`config.mk`:
```
export PLATFORM = sky130hd
export DESIGN_NAME = sprite_renderer
export DESIGN_NICKNAME = d
export VERILOG_FILES = /design/src/rtl/sprite_renderer.sv
export SDC_FILE = /design/constraint.sdc
export NUM_CORES = 1
export LEC_CHECK = 0
export ABC_AREA = 1
export CAP_MARGIN = 0
export CORE_MARGIN = 4
export CORE_UTILIZATION = 54
export CTS_BUF_LIST = sky130_fd_sc_hd__clkbuf_8
export DETAILED_ROUTE_END_ITERATION = 16
export HOLD_SLACK_MARGIN = 0.15
export PLACE_DENSITY = 0.83
export SLEW_MARGIN = 20
export SYNTH_ARGS = -nofsm -noshare
export SYNTH_HDL_FRONTEND = slang
export SYNTH_SLANG_ARGS = --single-unit
```
`constraint.sdc`:
```
create_clock -name clk -period 1.95 [get_ports clk]
set_input_delay 0.39 -clock clk [delete_from_list [all_inputs] [get_ports clk]]
set_output_delay 0.39 -clock clk [all_outputs]
set_load 0.01 [all_outputs]
```
`src/rtl/sprite_renderer.sv`:
```
// Two-stage sprite renderer: per-frame shadowed sprite state, 12x8 bitmap at 4x scale, hit flash.
// Optional screen border overlay is built when SPRITE_BORDER_EN is defined.
module sprite_renderer #(
  parameter int SCREEN_W = 640,
  parameter int SCREEN_H = 480,
  parameter int BOX_W    = 48,
  parameter int BOX_H    = 32
) (
  input  logic       clk,
  input  logic       rst_n,
  input  logic       frame_tick,
  input  logic       display_on,
  input  logic [9:0] hpos,
  input  logic [9:0] vpos,
  input  logic [9:0] posx,
  input  logic [8:0] posy,
  input  logic [2:0] color_idx,
  input  logic [7:0] hits,
  output logic [1:0] r,
  output logic [1:0] g,
  output logic [1:0] b,
  output logic       sprite_px
);

  logic [9:0] sx;
  logic [8:0] sy;
  logic [2:0] scol;
  logic [7:0] last_hits;
  logic [3:0] flash;

  // Shadows only move on frame_tick so a frame is always drawn from one consistent state.
  always_ff @(posedge clk or negedge rst_n) begin
    if (!rst_n) begin
      sx        <= '0;
      sy        <= '0;
      scol      <= '0;
      last_hits <= '0;
      flash     <= '0;
    end else if (frame_tick) begin
      sx        <= posx;
      sy        <= posy;
      scol      <= color_idx;
      last_hits <= hits;
      if (hits != last_hits)
        flash <= 4'd15;
      else if (flash != 4'd0)
        flash <= flash - 4'd1;
    end
  end

  logic signed [10:0] dx_n;
  logic signed [10:0] dy_n;
  logic               in_box_n;

  always_comb begin
    dx_n     = $signed({1'b0, hpos}) - $signed({2'b00, sx});
    dy_n     = $signed({1'b0, vpos}) - $signed({2'b00, sy});
    in_box_n = !dx_n[10] && (dx_n[9:0] < 10'(BOX_W)) &&
               !dy_n[10] && (dy_n[9:0] < 10'(BOX_H));
  end

  logic [3:0] col1;
  logic [2:0] row1;
  logic       in_box1;
  logic       de1;
  logic [2:0] scol1;
  logic       white1;
`ifdef SPRITE_BORDER_EN
  logic       border1;
`endif

  // Colour and flash state ride along with the pixel, so a pixel sampled on the tick cycle
  // is drawn entirely from the pre-update shadows.
  always_ff @(posedge clk or negedge rst_n) begin
    if (!rst_n) begin
      col1    <= '0;
      row1    <= '0;
      in_box1 <= 1'b0;
      de1     <= 1'b0;
      scol1   <= '0;
      white1  <= 1'b0;
`ifdef SPRITE_BORDER_EN
      border1 <= 1'b0;
`endif
    end else begin
      col1    <= dx_n[5:2];
      row1    <= dy_n[4:2];
      in_box1 <= in_box_n;
      de1     <= display_on;
      scol1   <= scol;
      white1  <= (flash != 4'd0) && flash[1];
`ifdef SPRITE_BORDER_EN
      border1 <= (hpos == 10'd0) || (hpos == 10'(SCREEN_W - 1)) ||
                 (vpos == 10'd0) || (vpos == 10'(SCREEN_H - 1));
`endif
    end
  end

  function automatic logic bitmap_bit(input logic [3:0] col, input logic [2:0] row);
    logic [11:0] bits;
    case (row)
      3'd0:    bits = 12'h0F0;
      3'd1:    bits = 12'h1F8;
      3'd2:    bits = 12'hFFE;
      3'd3:    bits = 12'hFFF;
      3'd4:    bits = 12'h7FE;
      3'd5:    bits = 12'h3FC;
      3'd6:    bits = 12'h606;
      default: bits = 12'hC03;
    endcase
    if (col > 4'd11)
      return 1'b0;
    return bits[4'd11 - col];
  endfunction

  logic [1:0] r_n, g_n, b_n;
  logic       sprite_n;
  logic       opaque;

  always_comb begin
    r_n      = 2'd0;
    g_n      = 2'd0;
    b_n      = 2'd0;
    sprite_n = 1'b0;
    opaque   = in_box1 && bitmap_bit(col1, row1) && (scol1 != 3'd0);
    if (de1) begin
`ifdef SPRITE_BORDER_EN
      if (border1) begin
        r_n = 2'd3;
        g_n = 2'd3;
        b_n = 2'd3;
      end else
`endif
      if (opaque) begin
        sprite_n = 1'b1;
        if (white1) begin
          r_n = 2'd3;
          g_n = 2'd3;
          b_n = 2'd3;
        end else begin
          r_n = {2{scol1[0]}};
          g_n = {2{scol1[1]}};
          b_n = {2{scol1[2]}};
        end
      end else begin
        b_n = 2'd1;
      end
    end
  end

  always_ff @(posedge clk or negedge rst_n) begin
    if (!rst_n) begin
      r         <= '0;
      g         <= '0;
      b         <= '0;
      sprite_px <= 1'b0;
    end else begin
      r         <= r_n;
      g         <= g_n;
      b         <= b_n;
      sprite_px <= sprite_n;
    end
  end

endmodule

```
==> results of run 1 <==
==> routing by layer <==
layer | share of wire [%] | GRT usage, %
met3 | 3.9 | 2.76
met2 | 53 | 35.3
met5 | 0 | 0
met1 | 43 | 22.0
met4 | 0.35 | 5.26
==> worst min-delay path by stage <==
stage / slack (ps) / end / start
after floorplan: 90 / b[0]$_DFF_PN0_ / rst_n
after global placement: 360 / scol1[1]$_DFF_PN0_ / scol[1]$_DFFE_PN0P_
after detailed placement: 370 / scol1[1]$_DFF_PN0_ / scol[1]$_DFFE_PN0P_
after CTS: 380 / scol1[1]$_DFF_PN0_ / scol[1]$_DFFE_PN0P_
after global routing: 400 / scol1[2]$_DFF_PN0_ / scol[2]$_DFFE_PN0P_
final: 380 / scol1[1]$_DFF_PN0_ / scol[1]$_DFFE_PN0P_
==> layout make-up <==
cell class,count,area [um^2]
Clock buffer,5,68.8
Clock inverter,3,47.5
Fill cell,417,1390
Inverter,75,282
Multi-Input combinational cell,289,1540
Sequential cell,52,1300
Tap cell,72,90.1
Timing Repair Buffer,84,791
==> critical path: cells and delay by family <==
kind                       cells  cell delay (ps)
and+or+nand+nor                9              750
buffers and inverters          2              450
adders and majority gates      1              360
AOI/OAI and AO/OA              1               60
==> state kept, by name (all words and copies together) (netlist names) <==
register / cells
scol1: 3
scol: 3
g: 1
sy: 9
sx: 10
flash: 4
de1: 1
row1: 3
last_hits: 8
in_box1: 1
b: 2
sprite_px: 1
white1: 1
col1: 4
r: 1
==> power breakdown <==
group          switching [mW]  internal [mW]
clock network           0.361          0.387
logic                   0.504          0.447
registers              0.0536           1.19
==> cell families (layout without fill, tap and decap cells) <==
group	after synthesis	after routing	synth area share, %
AOI/OAI and AO/OA	50	50	9.06
xor gates and xnor gates	5	5	1.42
adders and majority gates	19	19	7.72
buffers and inverters	83	167	10.4
DFF	52	52	42.2
and+or+nand+nor	215	215	29.2
==> cell usage after synthesis (all sizes together) <==
cell	instances	area share, %
o211ai	2	0.49
nand4	8	1.6
a21oi	9	1.6
xor2	4	1.1
xnor2	1	0.28
ha	19	7.7
nor3b	1	0.24
nor4	1	0.20
a211oi	1	0.24
nor3	4	0.65
clkbuf	6	0.73
a21boi	1	0.24
a21o	1	0.24
o21bai	2	0.49
nor2	25	3.1
nand3b	1	0.24
o21ai	32	5.3
nand3	20	3.2
nand2	146	18
a31oi	1	0.20
dfrtp	52	42
inv	75	9.1
buf	2	0.49
o21a	1	0.24
or2	9	1.8
==> cell usage in the layout (no fill, tap or decap), drive strengths merged <==
master           n
nand2          146
nand4            8
a211oi           1
nor3             4
xnor2            1
o21a             1
clkdlybuf4s50   56
bufinv           1
or2              9
nor4             1
a31oi            1
a21o             1
dfrtp           52
o21ai           32
dlymetal6s2s     2
nor2            25
dlygate4sd3      1
nor3b            1
o21bai           2
inv             75
xor2             4
clkbuf           5
buf             25
nand3b           1
nand3           20
a21boi           1
ha              19
a21oi            9
clkinv           2
o211ai           2
==> what timing repair did <==
item | in CTS | in global routing
endpoints found under the hold margin | 19 | 0
hold buffers | 1 | 0
setup endpoints to repair | 0 | 1
gates resized for setup | 0 | 11
==> impl_metrics.csv, run 1 <==
group,metric,value,unit
drt,wl_per_cell,11.2,um
setup_path,path_class,"input port to flop",
cts,cts_tree,"built",
sta,setup_tns,0,ps
place,dp_hpwl,5100,um
synthesis,synth.avg_cell_area,7.27,um^2
drt,drt_first_pass_iters,4,
cts,htree_levels,2,
cts,clock-root-buffer,"clkbuf_8",
grt,antenna_found_initial,0,
sta,finClkSkew,13.6,ps
grt,grt_pass1_wl,11000,um
setup_path,arrival,2000,ps
min_path,hold_depth,0,
drt,drtAntennaViolNets,0,
sta,final-hold-violation-count,0,
cts,postCtsSetupRepairBufs,0,
synthesis,synth_nets,497,
floorplan,die_w,83.5,um
setup_path,crit_path_start_kind,"input port",
grt,grt_pass1_vias,2754,
final_layout,fin_util,74.8,%
setup_path,crit_path_max_incr_delay,410,ps
floorplan,ios,61,
sta,setup_viol,0,
setup_path,worstRegToRegCells,12,
pwr,p_per_area,715,mW/mm^2
cts,clock_sinks,52,
final_layout,final_area,0.00412,mm^2
drt,vias,2804,
floorplan,dieArea,0.00698,mm^2
sta,worst_pin_slew,507,ps
sta,period_share,90.6,%
sta,setup_ws,183,ps
setup_path,cp_common_cell,"nand2_1",
synthesis,yosysWarnings,0,
synthesis,synth-seq-cells,52,
final_layout,fin_cells,580,
pwr,leakage,2.16,nW
floorplan,rows,27,
synthesis,syn-instance-count,424,
grt,grt_overflow,0,
final_layout,area_delta_synth_final,33.6,%
run_status,status,"finished clean",
place,numPlacedInstances,571,
cts,clockBufferDepth,2,
floorplan,start_util,55.9,%
sta,maxSlewViolCount,0,
min_path,hold_class,"flop to flop",
cts,clk_latency,310,ps
drt,routed_via_density,4.83,
setup_path,crit_chain,"clkdlybuf4s50_1, ha_1, nand2_1, a21oi_1, nor2_1, nand2_1, nand2_1, nand2_1, nand2_1, nand2_1, inv_1, nand4_1, nor2_1",
synthesis,ys_seq_area_share,42.2,%
grt,grt_max_degree,41,
setup_path,slowest_stage,"clkdlybuf4s50_1",
grt,grt_usage,18.7,%
setup_path,crit_required,2190,ps
setup_path,worst_setup_path_end_kind,"flop",
sta,fin_crit,1770,ps
sta,clock.fmax,566,MHz
synthesis,netlist_area,0.00308,mm^2
sta,whs,383,ps
cts,numCtsBuffers,5,
place,io_buffers,60,
pwr,power,2.94,mW
setup_path,rr_startpoint,"sx[2]$_DFFE_PN0P_",
final_layout,diodes,0,
place,pre_cts_ws,-167,ps
drt,drc,0,
final_layout,drive_above_1_share,10.8,%
place,gp_congestion,0.864,
drt,drt_iter0_drc,150,
floorplan,die_y,83.5,um
place,placed_area,0.00391,mm^2
cts,clk_pin_slew,100,ps
setup_path,startpoint,"vpos[3]",
floorplan,core_area,0.00551,mm^2
pwr,peakVddDrop,0.430,mV
setup_path,crit_path_end,"in_box1$_DFF_PN0_",
drt,wirelength,6480,um
setup_path,reg2reg_slack,310,ps
synthesis,ys_types,29,
job,drv_cap,0,
setup_path,r2r_end,"in_box1$_DFF_PN0_",
setup_path,worstPathMaxFanout,4,
final_layout,final_nets,580,
sta,relSlewSlack,66.2,%
Power figures use the tool's default switching activity.
==> inputs of run 2 (changes only) <==
- SETUP_SLACK_MARGIN: unset -> 0.15
==> impl_metrics.csv, run 2 (synthesized netlist as in run 1, its figures left out) <==
group,metric,value,unit
place,dp_hpwl,5100,um
floorplan,die_y,83.5,um
drt,drt_first_pass_iters,4,
cts,clk_pin_slew,100,ps
final_layout,final_nets,581,
grt,grt.met2_usage,35.6,%
cts,cts_tree,"built",
min_path,hold_class,"flop to flop",
place,io_buffers,60,
cts,clockBufferDepth,2,
drt,routed_via_density,4.90,
job,drv_cap,0,
setup_path,worstPathMaxFanout,3,
setup_path,crit_path_end,"in_box1$_DFF_PN0_",
grt,grt_max_degree,41,
floorplan,rows,27,
grt,antenna_found_initial,0,
grt,grt.busiest_layer,"met2",
sta,setup_viol,0,
cts,clk_latency,310,ps
setup_path,slowest_stage,"clkdlybuf4s50_1",
setup_path,r2r_end,"in_box1$_DFF_PN0_",
floorplan,dieArea,0.00698,mm^2
setup_path,crit_path_start_kind,"input port",
final_layout,area_delta_synth_final,37.7,%
pwr,p_per_area,705,mW/mm^2
sta,relSlewSlack,66.2,%
grt,grt_overflow,0,
grt,grt_pass1_vias,2763,
final_layout,largest-register,"sx",
drt,drc,0,
final_layout,diodes,0,
setup_path,cp_common_cell,"nand2_1",
setup_path,arrival,1870,ps
drt,drt_iter0_drc,130,
run_status,status,"finished clean",
drt,drtAntennaViolNets,0,
final_layout,largest_reg_flops,10,
final_layout,final_common_cell,"nand2_1",
floorplan,die_w,83.5,um
final_layout,reg_top3,"sx x10, sy x9, last_hits x8",
setup_path,crit_chain,"clkdlybuf4s50_1, ha_1, inv_1, o21bai_2, a31oi_1, o21ai_2, nand2_1, nand2_1, nand3_1, nor2_1",
grt,grt_util_met3,2.76,%
setup_path,path_class,"input port to flop",
pwr,leakage,2.26,nW
floorplan,core_area,0.00551,mm^2
drt,wirelength,6690,um
setup_path,startpoint,"hpos[6]",
sta,finClkSkew,11.6,ps
cts,clock-root-buffer,"clkbuf_8",
setup_path,reg2reg_slack,350,ps
floorplan,start_util,55.9,%
drt,vias,2844,
final_layout,final_area,0.00424,mm^2
floorplan,ios,61,
grt,grt_usage,18.8,%
sta,rsz0062_at_grt,"false",
sta,clock.fmax,598,MHz
cts,clock_sinks,52,
sta,fin_crit,1670,ps
sta,period_share,85.7,%
place,gp_congestion,0.864,
final_layout,drive_above_1_share,13.9,%
pwr,power,2.99,mW
setup_path,crit_path_max_incr_delay,410,ps
pwr,peakVddDrop,0.444,mV
setup_path,worst_setup_path_end_kind,"flop",
cts,htree_levels,2,
place,placed_area,0.00391,mm^2
setup_path,crit_required,2150,ps
sta,maxSlewViolCount,0,
sta,worst_pin_slew,508,ps
sta,final-hold-violation-count,0,
cts,numCtsBuffers,5,
grt,grt_pass1_wl,11100,um
setup_path,rr_startpoint,"sy[5]$_DFFE_PN0P_",
grt,met1_usage,22.0,%
final_layout,final_cell_mix,"nand2_1 (140), inv_1 (73), dfrtp_1 (52)",
drt,wl_per_cell,11.5,um
setup_path,worstRegToRegCells,13,
run 2: changes by cell type in the layout (fill, tap and decap cells not counted), moves of 2 or more:
cell and change:
clkdlybuf4s50_1 -9, nor2_1 -2, nand2_1 -3, inv_2 +2, ha_1 -5, inv_1 -2, ha_4 +6, nor2_2 +2
dlymetal6s2s_1 +9, nand2_2 +3
run 2: critical path: cells and delay by family:
kind | cells | cell delay (ps)
buf+inv | 2 | 510
compound gates | 3 | 380
fa+ha+maj | 1 | 340
simple gates | 4 | 270
run 2: routing by layer:
metal	vias to the layer above	part of all wire [%]
met3	6	3.7
met4	0	0.64
met1	1296	43
met5	-	0
li1	1484	-
met2	58	53
run 2: what timing repair did:
action	4_1_cts	5_1_grt
gates resized for setup	2	35
buffers inserted	0	1
setup endpoints to repair	1	1
hold buffers	1	0
gates cloned	0	0
hold endpoints to repair	19	0
pin swaps	0	13
run 2: where the power goes:
part	switching (mW)	internal (mW)
sequential	0.0547	1.19
clock	0.363	0.387
combinational	0.525	0.475
run 2: worst min-delay path by stage:
stage	start	slack, ps	cells after the start	endpoint
2_1_floorplan	rst_n	90	0	b[0]$_DFF_PN0_
3_3_place_gp	scol[1]$_DFFE_PN0P_	360	0	scol1[1]$_DFF_PN0_
3_5_place_dp	scol[1]$_DFFE_PN0P_	370	0	scol1[1]$_DFF_PN0_
4_1_cts	scol[1]$_DFFE_PN0P_	380	0	scol1[1]$_DFF_PN0_
5_1_grt	scol[2]$_DFFE_PN0P_	400	0	scol1[2]$_DFF_PN0_
6_report	scol[1]$_DFFE_PN0P_	380	0	scol1[1]$_DFF_PN0_
run 2: area by class of cell:
class / count / area [um^2]
Fill cell: 398 / 1260
Inverter: 75 / 282
Clock inverter: 3 / 47.5
Tap cell: 72 / 90.1
Sequential cell: 52 / 1300
Clock buffer: 5 / 68.8
Multi-Input combinational cell: 289 / 1630
Timing Repair Buffer: 85 / 821
run 2: metrics by stage:
step / util (%) / TNS, ps / setup WS (ps) / hold WS, ps / std cells
4_1_cts: 73.5 / 0 / 151 / 384 / 580
5_1_grt: 77.1 / 0 / 125 / 401 / 581
6_report: 77.1 / 0 / 279 / 383 / 581
2_1_floorplan: - / 0 / 366 / 94.4 / 424
3_3_place_gp: 71.0 / -133 / -133 / 362 / 571
3_5_place_dp: 71.0 / -167 / -167 / 366 / 571
